`src/rtl/mouse_pos_tracker.sv`:
```
// PS/2 mouse packet consumer: clamped cursor position, button state and a
// left-drag selection FSM emitting zoom rectangles, clicks and zoom-out pulses.
module mouse_pos_tracker #(
    parameter int H_RES       = 640,
    parameter int V_RES       = 480,
    parameter int X_W         = 10,
    parameter int Y_W         = 10,
    parameter int X_INIT      = 320,
    parameter int Y_INIT      = 240,
    parameter int SPEED_SHIFT = 0,
    parameter int MIN_SEL     = 4
) (
    input  logic           clk,
    input  logic           rst,
    input  logic           ps2_byte_valid,
    input  logic [7:0]     ps2_byte_1,
    input  logic [7:0]     ps2_byte_2,
    input  logic [7:0]     ps2_byte_3,
    output logic [X_W-1:0] mouse_x,
    output logic [Y_W-1:0] mouse_y,
    output logic [2:0]     mouse_btn,
    output logic           pos_valid,
    output logic           sel_valid,
    output logic [X_W-1:0] sel_x0,
    output logic [X_W-1:0] sel_x1,
    output logic [Y_W-1:0] sel_y0,
    output logic [Y_W-1:0] sel_y1,
    output logic           click_valid,
    output logic           zoom_out,
    output logic [7:0]     sync_err_cnt
);

    localparam int NWX = X_W + SPEED_SHIFT + 2;
    localparam int NWY = Y_W + SPEED_SHIFT + 2;
    localparam logic signed [NWX-1:0] X_MAX = NWX'(H_RES - 1);
    localparam logic signed [NWY-1:0] Y_MAX = NWY'(V_RES - 1);

    typedef enum logic {IDLE, DRAG} state_t;

    // stage 1: registered packet
    logic              p_vld_q, p_vld_d;
    logic signed [8:0] p_dx_q, p_dx_d;
    logic signed [8:0] p_dy_q, p_dy_d;
    logic [2:0]        p_btn_q, p_btn_d;
    logic [7:0]        err_q, err_d;

    // stage 2: cursor
    logic [X_W-1:0]    mx_q, mx_d;
    logic [Y_W-1:0]    my_q, my_d;
    logic [2:0]        btn_q, btn_d;
    logic [2:0]        prev_btn_q, prev_btn_d;
    logic              pos_vld_q, pos_vld_d;
    logic signed [NWX-1:0] dx_s, nx;
    logic signed [NWY-1:0] dy_s, ny;

    // stage 3: selection FSM
    state_t            state_q, state_d;
    logic [X_W-1:0]    ax_q, ax_d;
    logic [Y_W-1:0]    ay_q, ay_d;
    logic [X_W-1:0]    sx0_q, sx0_d, sx1_q, sx1_d;
    logic [Y_W-1:0]    sy0_q, sy0_d, sy1_q, sy1_d;
    logic              selv_q, selv_d;
    logic              clkv_q, clkv_d;
    logic              zoom_q, zoom_d;
    logic              l_rise, l_fall, r_rise;
    logic [X_W-1:0]    rx0, rx1;
    logic [Y_W-1:0]    ry0, ry1;
    logic              big;

    always_comb begin
        p_vld_d = ps2_byte_valid && ps2_byte_1[3];
        p_dx_d  = p_dx_q;
        p_dy_d  = p_dy_q;
        p_btn_d = p_btn_q;
        err_d   = err_q;
        if (p_vld_d) begin
            p_dx_d  = ps2_byte_1[6] ? 9'sd0 : {ps2_byte_1[4], ps2_byte_2};
            p_dy_d  = ps2_byte_1[7] ? 9'sd0 : {ps2_byte_1[5], ps2_byte_3};
            p_btn_d = ps2_byte_1[2:0];
        end
        if (ps2_byte_valid && !ps2_byte_1[3] && err_q != 8'hFF)
            err_d = err_q + 8'd1;
    end

    // positive y delta means up, i.e. towards row 0
    always_comb begin
        dx_s       = NWX'(p_dx_q) <<< SPEED_SHIFT;
        dy_s       = NWY'(p_dy_q) <<< SPEED_SHIFT;
        nx         = signed'(NWX'(mx_q)) + dx_s;
        ny         = signed'(NWY'(my_q)) - dy_s;
        mx_d       = mx_q;
        my_d       = my_q;
        btn_d      = btn_q;
        prev_btn_d = prev_btn_q;
        pos_vld_d  = p_vld_q;
        if (p_vld_q) begin
            if (nx < 0)          mx_d = '0;
            else if (nx > X_MAX) mx_d = X_W'(H_RES - 1);
            else                 mx_d = nx[X_W-1:0];
            if (ny < 0)          my_d = '0;
            else if (ny > Y_MAX) my_d = Y_W'(V_RES - 1);
            else                 my_d = ny[Y_W-1:0];
            btn_d      = p_btn_q;
            prev_btn_d = btn_q;
        end
    end

    always_comb begin
        l_rise = pos_vld_q && btn_q[0] && !prev_btn_q[0];
        l_fall = pos_vld_q && !btn_q[0] && prev_btn_q[0];
        r_rise = pos_vld_q && btn_q[1] && !prev_btn_q[1];
        rx0    = (ax_q < mx_q) ? ax_q : mx_q;
        rx1    = (ax_q < mx_q) ? mx_q : ax_q;
        ry0    = (ay_q < my_q) ? ay_q : my_q;
        ry1    = (ay_q < my_q) ? my_q : ay_q;
        big    = ((rx1 - rx0) >= X_W'(MIN_SEL)) &&
                 ((ry1 - ry0) >= Y_W'(MIN_SEL));
    end

    always_ff @(posedge clk) begin
        if (rst) state_q <= IDLE;
        else     state_q <= state_d;
    end

    always_comb begin
        state_d = state_q;
        unique case (state_q)
            IDLE: if (l_rise) state_d = DRAG;
            DRAG: if (l_fall) state_d = IDLE;
            default: state_d = IDLE;
        endcase
    end

    always_comb begin
        ax_d   = ax_q;
        ay_d   = ay_q;
        sx0_d  = sx0_q;
        sx1_d  = sx1_q;
        sy0_d  = sy0_q;
        sy1_d  = sy1_q;
        selv_d = 1'b0;
        clkv_d = 1'b0;
        zoom_d = 1'b0;
        unique case (state_q)
            IDLE: begin
                if (l_rise) begin
                    ax_d = mx_q;
                    ay_d = my_q;
                end else if (r_rise) begin
                    zoom_d = 1'b1;
                end
            end
            DRAG: begin
                if (l_fall && big) begin
                    selv_d = 1'b1;
                    sx0_d  = rx0;
                    sx1_d  = rx1;
                    sy0_d  = ry0;
                    sy1_d  = ry1;
                end else if (l_fall) begin
                    clkv_d = 1'b1;
                    sx0_d  = mx_q;
                    sx1_d  = mx_q;
                    sy0_d  = my_q;
                    sy1_d  = my_q;
                end
            end
            default: ;
        endcase
    end

    always_ff @(posedge clk) begin
        if (rst) begin
            p_vld_q    <= 1'b0;
            p_dx_q     <= '0;
            p_dy_q     <= '0;
            p_btn_q    <= '0;
            err_q      <= '0;
            mx_q       <= X_W'(X_INIT);
            my_q       <= Y_W'(Y_INIT);
            btn_q      <= '0;
            prev_btn_q <= '0;
            pos_vld_q  <= 1'b0;
            ax_q       <= '0;
            ay_q       <= '0;
            sx0_q      <= '0;
            sx1_q      <= '0;
            sy0_q      <= '0;
            sy1_q      <= '0;
            selv_q     <= 1'b0;
            clkv_q     <= 1'b0;
            zoom_q     <= 1'b0;
        end else begin
            p_vld_q    <= p_vld_d;
            p_dx_q     <= p_dx_d;
            p_dy_q     <= p_dy_d;
            p_btn_q    <= p_btn_d;
            err_q      <= err_d;
            mx_q       <= mx_d;
            my_q       <= my_d;
            btn_q      <= btn_d;
            prev_btn_q <= prev_btn_d;
            pos_vld_q  <= pos_vld_d;
            ax_q       <= ax_d;
            ay_q       <= ay_d;
            sx0_q      <= sx0_d;
            sx1_q      <= sx1_d;
            sy0_q      <= sy0_d;
            sy1_q      <= sy1_d;
            selv_q     <= selv_d;
            clkv_q     <= clkv_d;
            zoom_q     <= zoom_d;
        end
    end

    assign mouse_x      = mx_q;
    assign mouse_y      = my_q;
    assign mouse_btn    = btn_q;
    assign pos_valid    = pos_vld_q;
    assign sel_valid    = selv_q;
    assign sel_x0       = sx0_q;
    assign sel_x1       = sx1_q;
    assign sel_y0       = sy0_q;
    assign sel_y1       = sy1_q;
    assign click_valid  = clkv_q;
    assign zoom_out     = zoom_q;
    assign sync_err_cnt = err_q;

endmodule

```
`config.mk`:
```
export PLATFORM = sky130hd
export DESIGN_NAME = mouse_pos_tracker
export DESIGN_NICKNAME = d
export VERILOG_FILES = /design/src/rtl/mouse_pos_tracker.sv
export SDC_FILE = /design/constraint.sdc
export NUM_CORES = 1
export LEC_CHECK = 0
export ABC_AREA = 1
export CORE_ASPECT_RATIO = 1.75
export CORE_MARGIN = 2
export CORE_UTILIZATION = 55
export CTS_BUF_LIST = sky130_fd_sc_hd__clkbuf_4
export CTS_CLUSTER_SIZE = 10
export DETAILED_ROUTE_END_ITERATION = 12
export PLACE_DENSITY = 0.86
export REMOVE_ABC_BUFFERS = 1
export SLEW_MARGIN = 20
export SYNTH_ARGS = -nofsm -noshare
export SYNTH_HDL_FRONTEND = slang
export SYNTH_SLANG_ARGS = --single-unit
```
`constraint.sdc`:
```
create_clock -name clk -period 4.3 [get_ports clk]
set_clock_uncertainty 0.15 [all_clocks]
set_input_delay 1.29 -clock clk [delete_from_list [all_inputs] [get_ports clk]]
set_output_delay 1.29 -clock clk [all_outputs]
set_load 0.1 [all_outputs]
```
-- Word level (Yosys, flattened, before mapping)
Cells that the tools add are included.
- bits in registers: 120
- input bits: 27
- word-level logic and storage cells: 78
- $add $sub $neg: 5
- magnitude comparators: 8
- eq/ne operators: 1
- mux-type cells: 22
- bitwise gates (word level): 1
- reductions and logical operators: 21
- operators with widths (kind ; number):
    $mux W10 ; 14
    $lt A12 B1 Y1 const B ; 2
    $ge A10 B3 Y1 const B ; 2
    $lt A10 B10 Y1 ; 2
    $sub A10 B10 Y10 ; 2
    $mux W9 ; 2
    $add A11 B9 Y12 ; 1
    $gt A12 B10 Y1 const B ; 1
    $gt A12 B11 Y1 const B ; 1
    $sub A11 B9 Y12 ; 1
    $logic_and A1 B1 Y1 ; 11
    $add A8 B1 Y8 const B ; 1
    $ne A8 B8 Y1 const B ; 1
    $reduce_or A3 Y1 ; 2
    $mux W1 ; 5
    $logic_not A1 Y1 ; 4
    $reduce_and A2 Y1 ; 2
    $pmux W1 S2 ; 1
    $reduce_bool A2 Y1 ; 1
    $reduce_or A2 Y1 ; 1
    $not A1 Y1 ; 1

-- Longest topological paths before layout
Gate-level depths: netlist of run 1.
- word-level depth: 8
- mapped depth: 29

-- Worst setup path after synthesis of run 1
OpenSTA, ideal clock, no wires.
- path type: register -> register
- from: register my_q[4] (netlist: mouse_y[4])
- to: register sy0_q[0] (netlist: sel_y0[0])
- library setup time: 109 ps
- arrival time: 3850 ps
- path slack: 191 ps
- cell stages (with the launch flop): 28
- path through: dfxtp_1 > inv_1 > ha_1 > nand2_2 > inv_1 > nand2_1 > nand2_1 > nand2_1 > buf_2 > nand4_1 > nand2_1 > nand2_1 > ha_1 > inv_1 > nand2_1 > nand3_1 > nand2_1 > nand2_1 > nand3_1 > nand2_1 > nor2_1 > a21oi_4 > nand2_4 > buf_6 > nand2_2 > nand3_1 > nand2_1 > inv_1
- longest elaborated chain between the ends: 8
- elaborated cells between the ends (all ways): 10
- those cells by class: add/sub: 1; order compare: 2; mux: 3; reduce/logical: 4
- ends and longest elaborated chain (element ; RTL line ; source):
    start, declared ; 49 ; logic [Y_W-1:0] my_q, my_d;
    start signal, assigned ; 180 ; my_q <= Y_W'(Y_INIT);
    start signal, assigned ; 200 ; my_q <= my_d;
    $lt A10 B10 Y1 ; 114, 115 ;
    $mux W10, on equally long branches ; 115, 114 ;
    $sub A10 B10 Y10 ; 117 ; ((ry1 - ry0) >= Y_W'(MIN_SEL));
    $ge A10 B3 Y1 ; 117 ;
    $logic_and A1 B1 Y1 ; 116 ; big = ((rx1 - rx0) >= X_W'(MIN_SEL)) &&
    $logic_and A1 B1 Y1 ; 154 ; if (l_fall && big) begin
    $reduce_bool A2 Y1 (no line) ; n/a ;
    $reduce_and A2 Y1 (no line) ; n/a ;
    end signal, assigned ; 208 ; sy0_q <= sy0_d;
    end, declared ; 61 ; logic [Y_W-1:0] sy0_q, sy0_d, sy1_q, sy1_d;
Several ways; a longest one is shown, not always the timed one.
A chain may end at the register's enable or synchronous reset.

-- Worst setup path in the final report of run 1
- from: register mx_q[9] (netlist: mouse_x[9])
- to: register sx0_q[6] (netlist: sel_x0[6])
- longest elaborated chain between the ends: 8
- elaborated cells between the ends (all ways): 10
- those cells by class: add/sub: 1; order compare: 2; mux: 3; reduce/logical: 4
- ends and longest elaborated chain (element ; RTL line ; source):
    start, declared ; 48 ; logic [X_W-1:0] mx_q, mx_d;
    start signal, assigned ; 179 ; mx_q <= X_W'(X_INIT);
    start signal, assigned ; 199 ; mx_q <= mx_d;
    $lt A10 B10 Y1 ; 112, 113 ;
    $mux W10, on equally long branches ; 113, 112 ;
    $sub A10 B10 Y10 ; 116 ;
    $ge A10 B3 Y1 ; 116 ;
    $logic_and A1 B1 Y1 ; 116 ;
    $logic_and A1 B1 Y1 ; 154 ;
    $reduce_bool A2 Y1 (no line) ; n/a ;
    $reduce_and A2 Y1 (no line) ; n/a ;
    end signal, assigned ; 186 ; sx0_q <= '0;
    end signal, assigned ; 206 ; sx0_q <= sx0_d;
    end, declared ; 60 ; logic [X_W-1:0] sx0_q, sx0_d, sx1_q, sx1_d;
Several ways; a longest one is shown, not always the timed one.

==> results.yml, run 1 <==
global_routing:
  grt_max_degree: 67
  grt_usage: 0.287
  antenna_found_initial: 1
  grt-ovfl-total: 0
  grt_pass1_vias: 7533
  grt_pass1_wl_um: 34400
critical_path:
  worstRegToRegCells: 23
  crit_end: "sel_x0[6]"
  crit_required_ps: 4620
  r2r_slack_ps: 370
  cp-end-kind: "flop"
  r2r-end: "sel_x0[6]"
  start_kind: "flop"
  crit_start: "mouse_x[9]"
  regToRegStartpoint: "mouse_x[9]"
  arrival_ps: 4250
  crit_type: "reg2reg"
  crit_path_max_fanout: 25
clocking:
  cts_made_buffers: 17
  cts_num_sinks: 120
  cts-hold-fix-buffers: 0
  cts_tree: "done"
  cts.path.max_buffers: 2
  post_cts_buffers: 0
  cts_root_buffer: "clkbuf_4"
  clk_latency_ps: 560
  h-tree-depth: 4
  cts.clk_slew.worst_paths_ps: 130
run:
  maxCapViolCount: 0
placed_design:
  io_buffers: 101
  gp_congestion: 0.966
  dp_slack_ps: 319
  hpwl_um: 16500
  dp_cells: 1426
outcome:
  status: "complete, no violations"
die:
  dieWidth_um: 93.4
  ios: 102
  dieArea_um2: 15000
  initial_core_util: 0.559
  rows: 57
  chipHeight_um: 161
  core_area_um2: 13800
route:
  met1_length_um: 7690
  totalWireLength_um: 21500
  wl_per_cell_um: 14.7
  final_antenna_net_count: 0
  drc: 0
  vias_per_cell: 5.46
  drtIter0Drc: 407
  route.met2.wl_um: 11500
  routed-wl-met3_um: 916
  vias: 7973
  first_pass_iters: 5
  maxUsedRoutingLayer: "met4"
sta:
  period_needed_ps: 3930
  tightest_slew_ps: 999
  finalSetupViolCount: 0
  hold_ws_ps: 316
  fmax_mhz: 255
  setup_slack_ps: 374
  slew_violations: 0
  fin_setup_tns_ps: 0
  period_share: 0.913
  hold_viol: 0
  rsz0062_at_grt: "false"
  relSlewSlack: 0.332
layout:
  area_growth_pct: 19.1
  drive_gt1_frac: 0.0867
  layout_commonest_cell: "nand2_1"
  layout.nets: 1342
  fillers: 1235
  final_cell_mix: "nand2_1, inv_1, nand3_1, dfxtp_1, clkdlybuf4s50_1"
  finalNonFillerCells: 1459
power:
  p_seq_frac: 0.472
  pwr-share-comb: 0.198
  clockPowerShare: 0.329
  power_switching_mw: 0.851
  swShare: 0.349
  internal_power_mw: 1.59
  ir_drop_mv: 0.189
  power_leakage_nw: 4.46
  p_per_area_nw_per_um2: 266
yosys:
  syn-cell-area_um2: 7700
  synth-edff-count: 0
  ys_seq_area_frac: 0.312
  synth_cell_types: 39
  async_flop_share: 0
  synth_warnings: 0
  ys_dominant_reg_cell: "dfxtp_1"
  netlist_instances: 1165
  ys_seq_elements: 120
  synth.avg_cell_area_um2: 6.61
worst_hold_path:
  min_path_type: "reg2reg"
sequential cells by signal, summed over array words and instances (netlist names):
register,count
ax_q,10
ay_q,10
click_valid,1
mouse_btn,3
mouse_x,10
mouse_y,10
p_btn_q,3
p_dx_q,9
p_dy_q,9
p_vld_q,1
pos_valid,1
prev_btn_q,2
sel_valid,1
sel_x0,10
sel_x1,10
sel_y0,10
sel_y1,10
state_q,1
sync_err_cnt,8
zoom_out,1
power groups by stage:
stage               Sequential, mW  Combinational, mW  Clock, mW
global route                  1.15              0.526      0.856
finish                        1.15              0.484      0.803
detailed placement            1.18              0.478          0
global placement              1.17              0.471          0
floorplan                     1.25              0.253          0
CTS                           1.15              0.480      0.812
cells by family (layout without fill, tap and decap cells):
family                     after synthesis  in the layout  synth area share
xor gates and xnor gates                19             19            0.0216
buffers and inverters                  226            342             0.120
and+or+nand+nor                        535            535             0.305
adders and majority gates               47             47            0.0783
DFF                                    120            120             0.312
AOI/OAI and AO/OA                      218            218             0.162
other                                    0              1                 0
synthesized netlist by cell type, drive strengths merged (9+ instances only):
master,instances,area (um2)
o21ai,82,410
xor2,13,114
o31ai,9,67.6
ha,45,563
clkbuf,22,82.6
nand3,147,753
dfxtp,120,2400
nand4,20,125
inv,175,657
a21oi,78,405
nor2,55,209
buf,26,175
nand2,300,1190
o21a,36,270
critical path: stages (launching register included):
cell and delay (ps):
dfxtp_1 400, inv_1 150, ha_1 430, a21o_1 220, nor2_1 100, nand3_1 230, o21ai_0 360, nand2_1 140
ha_1 210, inv_1 50, nand2_1 90, nand2_1 120, nand2_1 70, nand2_1 70, nand2_1 50, nand2_1 50
nand3_1 70, nor2_1 140, nand2_2 110, buf_4 240, nand3_1 150, nand3_1 90, nand2_1 90, inv_1 40
worst min path at each step:
stage / cells after the start / end / slack (ps) / from
global placement: 2 / prev_btn_q[1] / 290 / prev_btn_q[1]
CTS: 2 / prev_btn_q[1] / 310 / prev_btn_q[1]
global route: 2 / prev_btn_q[1] / 340 / prev_btn_q[1]
finish: 2 / prev_btn_q[1] / 320 / prev_btn_q[1]
floorplan: 1 / zoom_out / 270 / state_q
detailed placement: 2 / prev_btn_q[1] / 300 / prev_btn_q[1]
what timing repair did:
action | in CTS | in global routing
hold endpoints to repair | 0 | 0
setup endpoints to repair | 0 | 34
gates resized for setup | 0 | 1
metal layers:
| layer | global-route usage | vias up |
|---|---|---|
| li1 | - | 4002 |
| met1 | 0.287 | 3618 |
| met2 | 0.530 | 256 |
| met3 | 0.0488 | 97 |
| met4 | 0.184 | 0 |
| met5 | 0 | - |
per-stage QoR:
step / utilization / instance area (um2) / total power, mW
2_1_floorplan: - / 7440 / 1.51
3_3_place_gp: 0.646 / 8890 / 1.65
3_5_place_dp: 0.646 / 8890 / 1.65
4_1_cts: 0.666 / 9160 / 2.44
5_1_grt: 0.666 / 9170 / 2.54
6_report: 0.666 / 9170 / 2.44
layout make-up:
class | instances | area (um2) | share of cell area
Sequential cell | 120 | 2400 | 0.262
Tap cell | 177 | 221 | 0.0242
Multi-Input combinational cell | 819 | 4380 | 0.478
Inverter | 178 | 668 | 0.0729
Clock buffer | 17 | 128 | 0.0139
Antenna cell | 1 | 2.50 | 0.000273
Timing Repair Buffer | 132 | 1220 | 0.133
Clock inverter | 15 | 144 | 0.0157
Note: power is estimated with default switching activity, not from simulation.
==> run 2, diff against run 1 <==
- SETUP_SLACK_MARGIN: unset -> 0.1
==> run 2 against run 1 <==
Effect of this change: non-clock buffer count did not move; combinational power hardly changed; via count up 0.36%; clock power is essentially flat; setup slack got worse by 31 ps; final cell count unchanged; global-route usage is the same; fmax down 0.77%; critical endpoint unchanged; largest cell class unchanged; largest power group unchanged.
==> results.yml, run 2 (synthesis gave the netlist of run 1 again) <==
route:
  drc: 0
  vias: 8002
  totalWireLength_um: 21500
  wl_per_cell_um: 14.7
  final_antenna_net_count: 0
  vias_per_cell: 5.48
  drtIter0Drc: 416
  first_pass_iters: 5
clocking:
  cts_made_buffers: 17
  cts_tree: "done"
  h-tree-depth: 4
  cts_root_buffer: "clkbuf_4"
  cts.path.max_buffers: 2
  post_cts_resized: 0
  cts-hold-fix-buffers: 0
  post_cts_buffers: 0
  cts.clk_slew.worst_paths_ps: 130
  clk_latency_ps: 560
  cts_num_sinks: 120
run:
  maxCapViolCount: 0
critical_path:
  crit_chain: "inv_1, ha_1, a21o_1, nor2_1, nand3_1, o21ai_0, nand2_1, ha_1, inv_1, nand2_1, nand2_1, nand2_1, nand2_1, nand2_1, nand2_1, nand3_1, nor2_1, nand2_2, buf_4, nand3_1, nand3_1, nand2_1, inv_1"
  crit_required_ps: 4620
  crit_type: "reg2reg"
  crit_path_max_fanout: 25
  crit_top_cell: "nand2_1"
  max_stage_delay_ps: 430
  arrival_ps: 4280
  crit_family: "simple AND/OR/NAND/NOR gates"
  start_kind: "flop"
  cp-end-kind: "flop"
  crit_slowest_cell: "ha_1"
  worst-path-buf-inv: 4
sta:
  hold_viol: 0
  period_needed_ps: 3960
  rsz0062_at_grt: "false"
  slew_violations: 0
  tightest_slew_ps: 999
  setup_slack_ps: 343
  period_share: 0.920
  fin_setup_tns_ps: 0
  fmax_mhz: 253
  finalSetupViolCount: 0
  relSlewSlack: 0.332
placed_design:
  io_buffers: 101
  dp_slack_ps: 319
  gp_congestion: 0.966
  dp_cells: 1426
  hpwl_um: 16500
layout:
  finalNonFillerCells: 1459
  layout.nets: 1342
  drive_gt1_frac: 0.0867
  final_cell_mix: "nand2_1, inv_1, nand3_1, dfxtp_1, clkdlybuf4s50_1"
  area_growth_pct: 19.2
  layout_commonest_cell: "nand2_1"
power:
  p_seq_frac: 0.472
  swShare: 0.349
  clockPowerShare: 0.329
  power_switching_mw: 0.851
  pwr-share-comb: 0.199
  ir_drop_mv: 0.189
  p_per_area_nw_per_um2: 266
  power_leakage_nw: 4.46
  internal_power_mw: 1.59
die:
  core_area_um2: 13800
  rows: 57
  initial_core_util: 0.559
  chipHeight_um: 161
  dieWidth_um: 93.4
  ios: 102
  dieArea_um2: 15000
global_routing:
  grt-ovfl-total: 0
  grt_pass1_vias: 7533
  grt_pass1_wl_um: 34400
  grt_max_degree: 67
  grt_usage: 0.287
  antenna_found_initial: 1
outcome:
  status: "complete, no violations"
worst_hold_path:
  min_path_type: "reg2reg"
## run 2: metal layers
| layer | share of wire | vias up | wire [um] | GRT usage |
|---|---|---|---|---|
| met3 | 0.042 | 98 | 906 | 0.0488 |
| li1 | - | 4002 | - | - |
| met2 | 0.53 | 269 | 11400 | 0.530 |
| met4 | 0.067 | 0 | 1440 | 0.184 |
| met5 | 0 | - | 0 | 0 |
| met1 | 0.36 | 3633 | 7750 | 0.287 |
## run 2: area by class of cell
type	count	area [um2]
Fill cell	1233	4590
Multi-Input combinational cell	819	4390
Sequential cell	120	2400
Timing Repair Buffer	132	1220
Inverter	178	668
Tap cell	177	221
Clock inverter	15	144
Clock buffer	17	128
Antenna cell	1	2.50
## run 2: worst min-delay path: stages, from the launching register on
cell and delay (ps):
dfxtp_1 320, inv_1 60, a21oi_1 50
## run 2: path summary, 6_finish.rpt
| path | slack [ps] | endpoint | depth (start not counted) | from |
|---|---|---|---|---|
| worst max-delay path | 340 | sel_x0[6] | 23 | mouse_x[9] |
| worst min-delay path | 320 | prev_btn_q[1] | 2 | prev_btn_q[1] |
| worst max register to register | 340 | sel_x0[6] | 23 | mouse_x[9] |
| worst min register to register | 320 | prev_btn_q[1] | 2 | prev_btn_q[1] |
## run 2: power by group through the flow
stage                     Combinational, mW  Sequential (mW)  Clock (mW)
after floorplan                       0.253             1.25           0
after global placement                0.471             1.17           0
after CTS                             0.480             1.15       0.812
after global routing                  0.526             1.15       0.856
after detailed placement              0.478             1.18           0
final                                 0.484             1.15       0.802
## run 2: stage by stage
stage               total power [mW]  hold WS (ps)   util  cell area (um2)
global route                    2.54           344  0.667             9180
finish                          2.44           316  0.667             9180
global placement                1.65           289  0.646             8890
floorplan                       1.51           272      -             7440
CTS                             2.44           314  0.666             9160
detailed placement              1.65           297  0.646             8890
